==> src/rtl/lbr_record_unit.sv <==
// Last-branch-record ring buffer: captures qualifying control transfers
// and serves indexed reads (0 = most recent) with one cycle of latency.
module lbr_record_unit #(
  parameter int DATA_WIDTH     = 32,
  parameter int ADDRESS_BITS   = 12,
  parameter int LBR_SIZE       = 16,
  parameter int FREEZE_ON_FULL = 0,
  localparam int IW = $clog2(LBR_SIZE),
  localparam int CW = IW + 1
) (
  input  logic                    clock,
  input  logic                    reset,
  input  logic                    stall,
  input  logic                    rec_valid,
  input  logic [ADDRESS_BITS-1:0] rec_from,
  input  logic [ADDRESS_BITS-1:0] rec_to,
  input  logic [1:0]              rec_kind,
  input  logic [2:0]              kind_mask,
  input  logic                    clear,
  input  logic                    freeze,
  input  logic                    rd_req,
  input  logic [IW-1:0]           rd_index,
  input  logic                    rd_field,
  output logic                    rd_valid,
  output logic                    rd_hit,
  output logic [DATA_WIDTH-1:0]   rd_data,
  output logic [CW-1:0]           count,
  output logic                    overflow,
  output logic                    frozen
);

  localparam int EW = (ADDRESS_BITS > DATA_WIDTH) ? ADDRESS_BITS : DATA_WIDTH;

  logic [ADDRESS_BITS-1:0] r_from [LBR_SIZE];
  logic [ADDRESS_BITS-1:0] r_to   [LBR_SIZE];
  logic [IW-1:0]           r_wptr;
  logic [CW-1:0]           r_count;
  logic                    r_overflow;
  logic                    r_full_frz;
  logic                    r_rd_valid;
  logic                    r_rd_hit;
  logic [DATA_WIDTH-1:0]   r_rd_data;

  logic                    w_kind_en;
  logic                    w_frozen;
  logic                    w_qual;
  logic                    w_accept;
  logic                    w_drop;
  logic                    w_full;
  logic                    w_almost;
  logic                    w_hit;
  logic [IW-1:0]           w_slot;
  logic [ADDRESS_BITS-1:0] w_field;
  logic [EW-1:0]           w_ext;

  always_comb begin
    w_kind_en = 1'b0;
    unique case (rec_kind)
      2'd0:    w_kind_en = kind_mask[0];
      2'd1:    w_kind_en = kind_mask[1];
      2'd2:    w_kind_en = kind_mask[2];
      default: w_kind_en = 1'b0;
    endcase
  end

  assign w_frozen = freeze | r_full_frz;
  assign w_qual   = rec_valid & ~stall & w_kind_en;
  assign w_accept = w_qual & ~w_frozen & ~clear;
  // Only a full-freeze drop counts as loss; a software freeze is intentional.
  assign w_drop   = w_qual & r_full_frz & ~clear;
  assign w_full   = (r_count == CW'(LBR_SIZE));
  assign w_almost = (r_count == CW'(LBR_SIZE - 1));

  assign w_slot  = r_wptr - IW'(1) - rd_index;
  assign w_hit   = (CW'(rd_index) < r_count);
  assign w_field = rd_field ? r_to[w_slot] : r_from[w_slot];
  assign w_ext   = EW'(w_field);

  always_ff @(posedge clock) begin
    if (reset) begin
      r_wptr     <= '0;
      r_count    <= '0;
      r_overflow <= 1'b0;
      r_full_frz <= 1'b0;
      r_rd_valid <= 1'b0;
      r_rd_hit   <= 1'b0;
      r_rd_data  <= '0;
    end else begin
      r_rd_valid <= rd_req;
      if (rd_req) begin
        r_rd_hit  <= w_hit;
        r_rd_data <= w_hit ? w_ext[DATA_WIDTH-1:0] : '0;
      end
      if (clear) begin
        r_wptr     <= '0;
        r_count    <= '0;
        r_overflow <= 1'b0;
        r_full_frz <= 1'b0;
      end else begin
        if (w_accept) begin
          r_wptr <= r_wptr + IW'(1);
          if (!w_full)
            r_count <= r_count + CW'(1);
          if (w_full && FREEZE_ON_FULL == 0)
            r_overflow <= 1'b1;
          if (w_almost && FREEZE_ON_FULL != 0)
            r_full_frz <= 1'b1;
        end
        if (w_drop)
          r_overflow <= 1'b1;
      end
    end
  end

  // Entry storage is never reset; clear only rewinds the pointer.
  always_ff @(posedge clock) begin
    if (!reset && w_accept) begin
      r_from[r_wptr] <= rec_from;
      r_to[r_wptr]   <= rec_to;
    end
  end

  assign rd_valid = r_rd_valid;
  assign rd_hit   = r_rd_hit;
  assign rd_data  = r_rd_data;
  assign count    = r_count;
  assign overflow = r_overflow;
  assign frozen   = w_frozen;

endmodule

==> config.mk <==
export PLATFORM = sky130hd
export DESIGN_NAME = lbr_record_unit
export DESIGN_NICKNAME = d
export VERILOG_FILES = /design/src/rtl/lbr_record_unit.sv
export SDC_FILE = /design/constraint.sdc
export NUM_CORES = 1
export LEC_CHECK = 0
export CAP_MARGIN = 15
export CORE_UTILIZATION = 55
export CTS_CLUSTER_DIAMETER = 150
export DETAILED_ROUTE_END_ITERATION = 12
export GPL_ROUTABILITY_DRIVEN = 0
export HOLD_SLACK_MARGIN = 0.08
export PLACE_DENSITY = 0.83
export SLEW_MARGIN = 20
export SYNTH_ARGS = -nofsm -noshare
export SYNTH_HDL_FRONTEND = slang
export SYNTH_SLANG_ARGS = --single-unit
==> constraint.sdc <==
create_clock -name clock -period 6.6 [get_ports clock]
set_input_delay 0.66 -clock clock [delete_from_list [all_inputs] [get_ports clock]]
set_output_delay 0.66 -clock clock [all_outputs]
set_load 0.05 [all_outputs]
# After elaboration in Yosys (flattened, before gate mapping)
# Memory sizes are Yosys's and may differ from the RTL's.
# Cells that the tools add are included.
word_totals:
  ramBits: 384
  in_bits: 41
  out_inout_bits: 41
  elab_cells: 37
  reg_bits: 44
  mem_count: 2
memory_table:
  columns: ["name", "words", "width", "rd", "rd_ports_with_merged_regs", "wr", "line_no", "source"]
  rows:
  - ["r_from", 16, 12, 1, 0, 1, "34", "logic [ADDRESS_BITS-1:0] r_from [LBR_SIZE];"]
  - ["r_to", 16, 12, 1, 0, 1, "35", "logic [ADDRESS_BITS-1:0] r_to [LBR_SIZE];"]
op_classes:
  eq_ne: 3
  n_lt_le_gt_ge: 1
  bitwise: 8
  mux: 7
  add_sub_neg: 4
  n_reduce_logical: 6
op_table:
  columns: ["op", "n"]
  rows:
  - ["2-to-1 mux 12 bit", 2]
  - ["adder 5 x 1 -> 5 bit, second input constant", 1]
  - ["== test 5 bit, second input constant", 1]
  - ["less-than comparator 4 x 5 -> 1 bit", 1]
  - ["adder 4 x 1 -> 4 bit, second input constant", 1]
  - ["bitwise AND 1 bit", 4]
  - ["2-to-1 mux 1 bit", 4]
  - ["NOT 1 bit", 4]
  - ["AND reduction 2 bit", 2]
  - ["subtractor 4 x 1 -> 4 bit, second input constant", 1]
  - ["subtractor 4 bit", 1]
  - ["case mux 1 bit (3 select lines)", 1]
  - ["== test 2 x 1 -> 1 bit, second input constant", 1]
  - ["== test 2 bit, second input constant", 1]
  - ["logical NOT 2 bit", 1]
  - ["OR reduction 2 bit", 1]
  - ["logical AND 1 bit", 1]
  - ["logical NOT 1 bit", 1]

# Logic depth before layout (Yosys ltp)
# Gate-level depths: netlist (run 1).
depth:
  ltp_word: 8
  mapped_depth: 11
  ltp_nobuf: 8

# Worst setup path after synthesis (run 1)
# OpenSTA, ideal clock, no wires.
synth_timing:
  kind: "in2reg"
  start: "input stall"
  end: "memory r_from[0][0] (enable)"
  setup_slack_ns: 2.724
  path_buffers: 1
  t_required_ns: 6.165
  arrival_ns: 3.441
  setup_ns: 0.435
  stages: 5
  cell_sequence: "or4b_1 -> a21oi_2 -> buf_2 -> nand3b_1 -> nor3_1"
synth_between:
  elab_chain_cells: 8
synth_rtl:
  columns: ["element", "line_no", "source"]
  rows:
  - ["start, declared", "13", "input logic stall,"]
  - ["NOT 1 bit", "67", "assign w_qual = rec_valid & ~stall & w_kind_en;"]
  - ["bitwise AND 1 bit (2 in a row)", "67", null]
  - ["bitwise AND 1 bit (2 in a row)", "68", "assign w_accept = w_qual & ~w_frozen & ~clear;"]
  - ["logical AND 1 bit", "117", "if (!reset && w_accept) begin"]
  - ["2-to-1 mux 1 bit", "117", null]
  - ["2-to-1 mux 1 bit (not written as such)", "118", "r_from[r_wptr] <= rec_from;"]
  - ["end, declared", "34", null]
# No other way between the ends.

# Worst setup path in the final report (run 1)
layout_timing:
  start: "input freeze"
  end: "memory r_from[2][1] (enable)"
layout_between:
  elab_chain_cells: 6
layout_rtl:
  columns: ["element", "line_no", "source"]
  rows:
  - ["start, declared", "20", "input logic freeze,"]
  - ["NOT 1 bit", "68", null]
  - ["bitwise AND 1 bit (2 in a row)", "68", null]
  - ["logical AND 1 bit", "117", null]
  - ["2-to-1 mux 1 bit", "117", null]
  - ["2-to-1 mux 1 bit (not written as such)", "118", null]
# No other way between the ends.

==> results of run 1 <==
-- power by group --
group / total (mW) / switching (mW) / internal (mW)
Clock: 2.23 / 0.913 / 1.32
Sequential: 2.84 / 0.00365 / 2.83
Combinational: 0.284 / 0.171 / 0.113
-- per-stage QoR --
stage | power, mW | setup slack, ns | hold slack (ns) | util [%] | instances
2_1_floorplan | 3.083 | 2.724 | 0.5691 | - | 793
3_3_place_gp | 3.167 | 2.311 | 0.4517 | 59.51 | 1189
3_5_place_dp | 3.174 | 2.245 | 0.4761 | 59.51 | 1189
4_1_cts | 5.373 | 2.753 | 0.4738 | 64.04 | 1261
5_1_grt | 5.486 | 2.614 | 0.5099 | 64.04 | 1261
6_report | 5.354 | 2.730 | 0.4775 | 64.04 | 1261
-- state kept, by name (all words and copies together), names as in the netlist --
signal and cells:
count 5, r_wptr 4, rd_hit 1, rd_valid 1
rd_data 12, r_to 192, overflow 1, r_from 192
-- Yosys cell counts, types with 5 or more instances --
cell	number
inv_1	12
nor2_1	26
mux4_2	96
buf_2	22
xnor2_1	7
dfxtp_1	24
mux2i_1	27
a32oi_1	22
nand2_1	48
ha_1	12
a32o_1	12
clkbuf_1	10
edfxtp_1	384
buf_4	21
nand3b_1	5
-- metal layers --
metal / share of wire [%] / track usage, %
met1: 39 / 32.23
met3: 8.4 / 5.035
met4: 2.7 / 8.705
met5: 0.069 / 0
met2: 50 / 39.72
-- final cells by class --
type	count	area (µm²)
sequential	408	12010
fill	1827	10290
multi-input combinational	313	3791
clock buffer	60	1187
timing repair buffer	72	705.7
tap	384	480.5
clock inverter	12	110.1
inverter	12	45.04
-- cells by family (layout without fill, tap and decap cells) --
family / Yosys count / after routing / synth area share [%]
flops: 408 / 408 / 75.06
mux: 123 / 123 / 15.20
simple gates: 98 / 98 / 2.690
buf+inv: 72 / 156 / 2.713
compound gates: 47 / 47 / 2.541
fa+ha+maj: 13 / 13 / 1.063
xor+xnor: 12 / 12 / 0.7037
other cells: 1 / 20 / 0.02344
-- final timing paths --
check | to | depth (start not counted) | slack (ns) | from
hold reg to reg | rd_data[5] | 1 | 0.48 | rd_data[5]
hold / removal | rd_data[5] | 1 | 0.48 | rd_data[5]
setup reg to reg | rd_data[2] | 8 | 2.96 | r_wptr[0]
setup / recovery | r_from[2][1] | 6 | 2.73 | freeze
-- critical path, cell delays in order --
cell             delay [ns]
clkdlybuf4s50_1        0.42
or4b_1                 0.54
a21oi_2                0.53
nand3b_1               0.46
nor3_2                 0.94
buf_4                  0.48
==> metrics.md, run 1 <==
| Metric | Value |
|---|---|
| Antenna diode count | 0 |
| Worst path arrival time | 4.05 ns |
| PwrDens | 292.1 nW/µm² |
| Rel. slew slack | 25.55% |
| Area delta synth->final | 14.56% |
| CP Capture Type | register |
| Max Cap Violations | 0 |
| Synth top area share | 72.06% |
| Synth Cell Area | 16000 µm² |
| Vias | 7940 |
| Drt drc | 0 |
| Total Wirelength | 34.75 mm |
| Fin crit period | 3.870 ns |
| Status | finished, final reports clean |
| Final setup TNS | 0 ns |
| EDFF count, synth | 384 |
| Post-DP HPWL | 18.07 mm |
| Final ANT Viol Nets | 0 |
| Tot GR Track Use | 24.13% |
| Port bufs | 61 |
| Synth Instances | 774 |
| Die area | 29780 µm² |
| Syn. warnings | 0 |
| Clock Path Buffers | 3 |
| Area after DPL | 17030 µm² |
| RSZ-0062 raised after global routing | false |
| Number of global-route vias before repair | 8306 |
| Period utilization | 58.63% |
| Cells taking the most area after synthesis | edfxtp_1 72%, mux4_2 14%, dfxtp_1 3.0% |
| Cts repair resizes | 0 |
| Clk pin slew, worst setup/hold paths | 0.06 ns |
| First-pass GRT wire length | 52.34 mm |
| Leading cell type in the layout, fill and taps excluded | edfxtp_1 |
| Sequential share of the synthesized area | 75.06% |
| Starting density of the core | 55.90% |
| Clock Skew | 0.01473 ns |
| Crit-path max FO | 17 |
| Via density | 6.297 |
| Initial antenna violation count | 2 |
| GRT Residual Overflow | 0 |
| Core Area | 28630 µm² |
| CTS sink count | 408 |
| Dominant synthesized flop cell | edfxtp_1 |
| P_leak | 5.844 nW |
| Number of distinct library cells after synthesis | 37 |
| Final Hold Fails | 0 |
| Fmax | 0.2584 GHz |
| Final setup fails | 0 |
| Die Wd | 172.6 µm |
| Min-Delay Path Class | register to register |
| Largest net degree at the start of global routing | 67 |
| # IOs | 82 |
| TritonRoute pass-1 iters | 5 |
| Post-CTS Hold Fix Bufs | 0 |
| Crit path kind | input pin to register |
| Worst skew pair latency | 0.52 ns |
| Share of layout cells above drive strength 1 | 22.23% |
| Postcts setup bufs | 0 |
| Most frequent cells in the layout | 384 x edfxtp_1, 96 x mux4_2, 61 x clkdlybuf4s50_1, 48 x nand2_1, 41 x clkbuf_16 |
| Slew Limit Fails | 0 |
| Final nets | 901 |
| Async S/R FF share, synth | 0% |
| Drt wl/cell | 27.56 µm |
| Worst path required time | 6.78 ns |
| Final Cell Area | 18330 µm² |
| CTS Buf Count | 40 |
| Largest area contributor in the netlist | edfxtp_1 |
| First-iteration detailed-routing DRC count | 920 |
| Height of the die | 172.6 µm |
| Synth Register Bits | 408 |
| CTS tree | done |
| Measured slew at the worst slew-check pin | 1.114 ns |
| Row count | 62 |
| Average size of a mapped cell | 20.67 µm² |
| H-tree levels | 2 |
| Worst setup SP type | input pin |
| VDD IR-drop max | 0.2871 mV |
| CTS root buf | clkbuf_16 |
Note: power is estimated with default switching activity, not from simulation.
==> run 2, diff against run 1 <==
clock period = 3.71 ns   (was 6.6 ns; I/O delays follow)
==> metrics.md, run 2 (synthesis results as in run 1) <==
| Metric | Value |
|---|---|
| RSZ-0062 raised after global routing | false |
| Worst skew pair latency | 0.54 ns (+0.02 ns) |
| Core Area | 28630 µm² (unchanged) |
| Worst path arrival time | 3.53 ns (-0.52 ns) |
| Crit Reg-Reg Endpoint | rd_data[5] |
| Final ANT Viol Nets | 0 (unchanged) |
| Measured slew at the worst slew-check pin | 0.6147 ns (-0.4994 ns) |
| Die area | 29780 µm² (unchanged) |
| Fmax | 0.3209 GHz |
| Total Wirelength | 37.05 mm (+6.6%) |
| Hold Crit Depth | 2 (+1) |
| Crit path kind | register to register |
| Via density | 6.353 (+0.90%) |
| Final setup TNS | 0 ns (unchanged) |
| Flop2flop setup slack | 0.59 ns (-2.37 ns) |
| Max Cap Violations | 0 (unchanged) |
| Most frequent cells in the layout | 384 x edfxtp_1, 96 x mux4_2, 61 x clkdlybuf4s50_1, 48 x nand2_1, 41 x clkbuf_16 |
| # IOs | 82 (unchanged) |
| Status | finished, final reports clean |
| Setup Slack @ Placement | 0.1943 ns (-2.051 ns) |
| PwrDens | 518.7 nW/µm² (+78%) |
| GRT Residual Overflow | 0 (unchanged) |
| Area delta synth->final | 16.83% |
| H-tree levels | 2 (unchanged) |
| Leading cell type in the layout, fill and taps excluded | edfxtp_1 |
| Clock Path Buffers | 3 (unchanged) |
| Post-DP HPWL | 19.92 mm (+10%) |
| Slew Limit Fails | 0 (unchanged) |
| R2r startpoint | r_wptr[0] |
| CTS tree | done |
| First-iteration detailed-routing DRC count | 957 (+4.0%) |
| Clk pin slew, worst setup/hold paths | 0.06 ns (about the same) |
| First-pass GRT wire length | 53.74 mm (+2.7%) |
| Die Wd | 172.6 µm (unchanged) |
| Drt drc | 0 (unchanged) |
| Cells on worst reg2reg path | 8 (unchanged) |
| Initial antenna violation count | 2 (unchanged) |
| TritonRoute pass-1 iters | 6 (+1) |
| Fin crit period | 3.116 ns |
| CTS sink count | 408 (unchanged) |
| Final setup fails | 0 (unchanged) |
| Final Util | 65.31% (+1.3 points) |
| Final nets | 933 (+3.6%) |
| Worst hold path startpoint | overflow |
| Fin worst setup slack | 0.5939 ns (-2.136 ns) |
| Number of global-route vias before repair | 8553 (+3.0%) |
| Tot GR Track Use | 25.02% (+0.89 points) |
| Largest net degree at the start of global routing | 34 (-49%) |
| Rel. slew slack | 58.89% (+33 points) |
| CTS Buf Count | 40 (unchanged) |
| Vias | 8240 (+3.8%) |
| Port bufs | 61 (unchanged) |
| Starting density of the core | 55.90% (unchanged) |
| Clock Skew | 0.02273 ns (+0.007996 ns) |
| Share of layout cells above drive strength 1 | 24.48% (+2.2 points) |
| Final Hold Fails | 0 (unchanged) |
| Worst path required time | 4.13 ns (-2.65 ns) |
| Period utilization | 83.99% |
| Postcts setup bufs | 0 (unchanged) |
| Crit-path max FO | 24 (+7) |
| Post-CTS Hold Fix Bufs | 0 (unchanged) |
| Hold Path End | overflow |
| P_leak | 6.047 nW (+3.5%) |
| Drt wl/cell | 28.57 µm (+3.7%) |
| Worst setup SP type | register |
| Height of the die | 172.6 µm (unchanged) |
| CTS root buf | clkbuf_16 |
| VDD IR-drop max | 0.3703 mV (+29%) |
| CP Capture Type | register |
| Cts repair resizes | 0 (unchanged) |
| Row count | 62 (unchanged) |
| Min-Delay Path Class | register to register |
run 2: cell count changes in the layout (fill, tap and decap cells not counted), sizes merged, moves of 2 or more:
cell | previous run | this run
clkbuf | 60 | 46
inv | 12 | 14
clkinv | 9 | 18
bufinv | 2 | 6
buf | 11 | 43
diode | 0 | 2
run 2: per-layer routing:
metal / vias up / wire, µm / global-route usage, %
met5: - / 16 / 0
met4: 2 / 1296 / 9.896
met3: 111 / 3882 / 6.332
met2: 537 / 18220 / 41.21
met1: 4247 / 13640 / 32.16
li1: 3343 / - / -
run 2: final cells by class:
type,count,area (µm²)
diodes,2,5.005
clock buffers,46,1045
clock inverters,28,291.5
fillers,1790,9930
inverters,12,45.04
multi-input cells,313,3784
flip-flops and latches,408,12010
well taps,384,480.5
repair buffers,104,1033
run 2: how the worst max path moves through the flow:
stage / slack [ns] / to / startpoint / cells past startpoint
2_1_floorplan: 0.12 / r_from[0][0] / stall / 5
3_3_place_gp: 0.26 / rd_data[8] / rd_index[0] / 10
3_5_place_dp: 0.19 / rd_data[8] / rd_index[0] / 10
4_1_cts: 0.56 / rd_data[5] / r_wptr[0] / 8
5_1_grt: 0.49 / rd_data[8] / r_wptr[0] / 8
6_report: 0.59 / rd_data[5] / r_wptr[0] / 8
run 2: report_power, final:
| group | switching, mW | total [mW] | internal, mW | leakage (nW) |
|---|---|---|---|---|
| registers | 0.00618 | 5.04 | 5.04 | 3.64 |
| clock network | 1.67 | 4.12 | 2.44 | 0.652 |
| logic | 0.318 | 0.537 | 0.219 | 1.75 |
| total | 2.00 | 9.70 | 7.70 | 6.05 |
run 2: critical path, cell delays in order, from the launching register on:
cell and delay (ns):
dfxtp_1 0.50, ha_4 0.19, inv_1 0.05, fa_4 1.07
buf_12 0.26, mux4_2 0.34, mux2i_1 0.24, a32oi_1 0.09
a32o_1 0.27
run 2: through the flow:
step	instances	area [µm²]	total power, mW	hold WS, ns
5_1_grt	1295	18690	9.920	0.5053
4_1_cts	1295	18690	9.717	0.4833
3_3_place_gp	1221	17350	5.656	0.4561
2_1_floorplan	793	16070	5.484	0.4431
3_5_place_dp	1221	17350	5.671	0.4687
6_report	1297	18700	9.697	0.4781
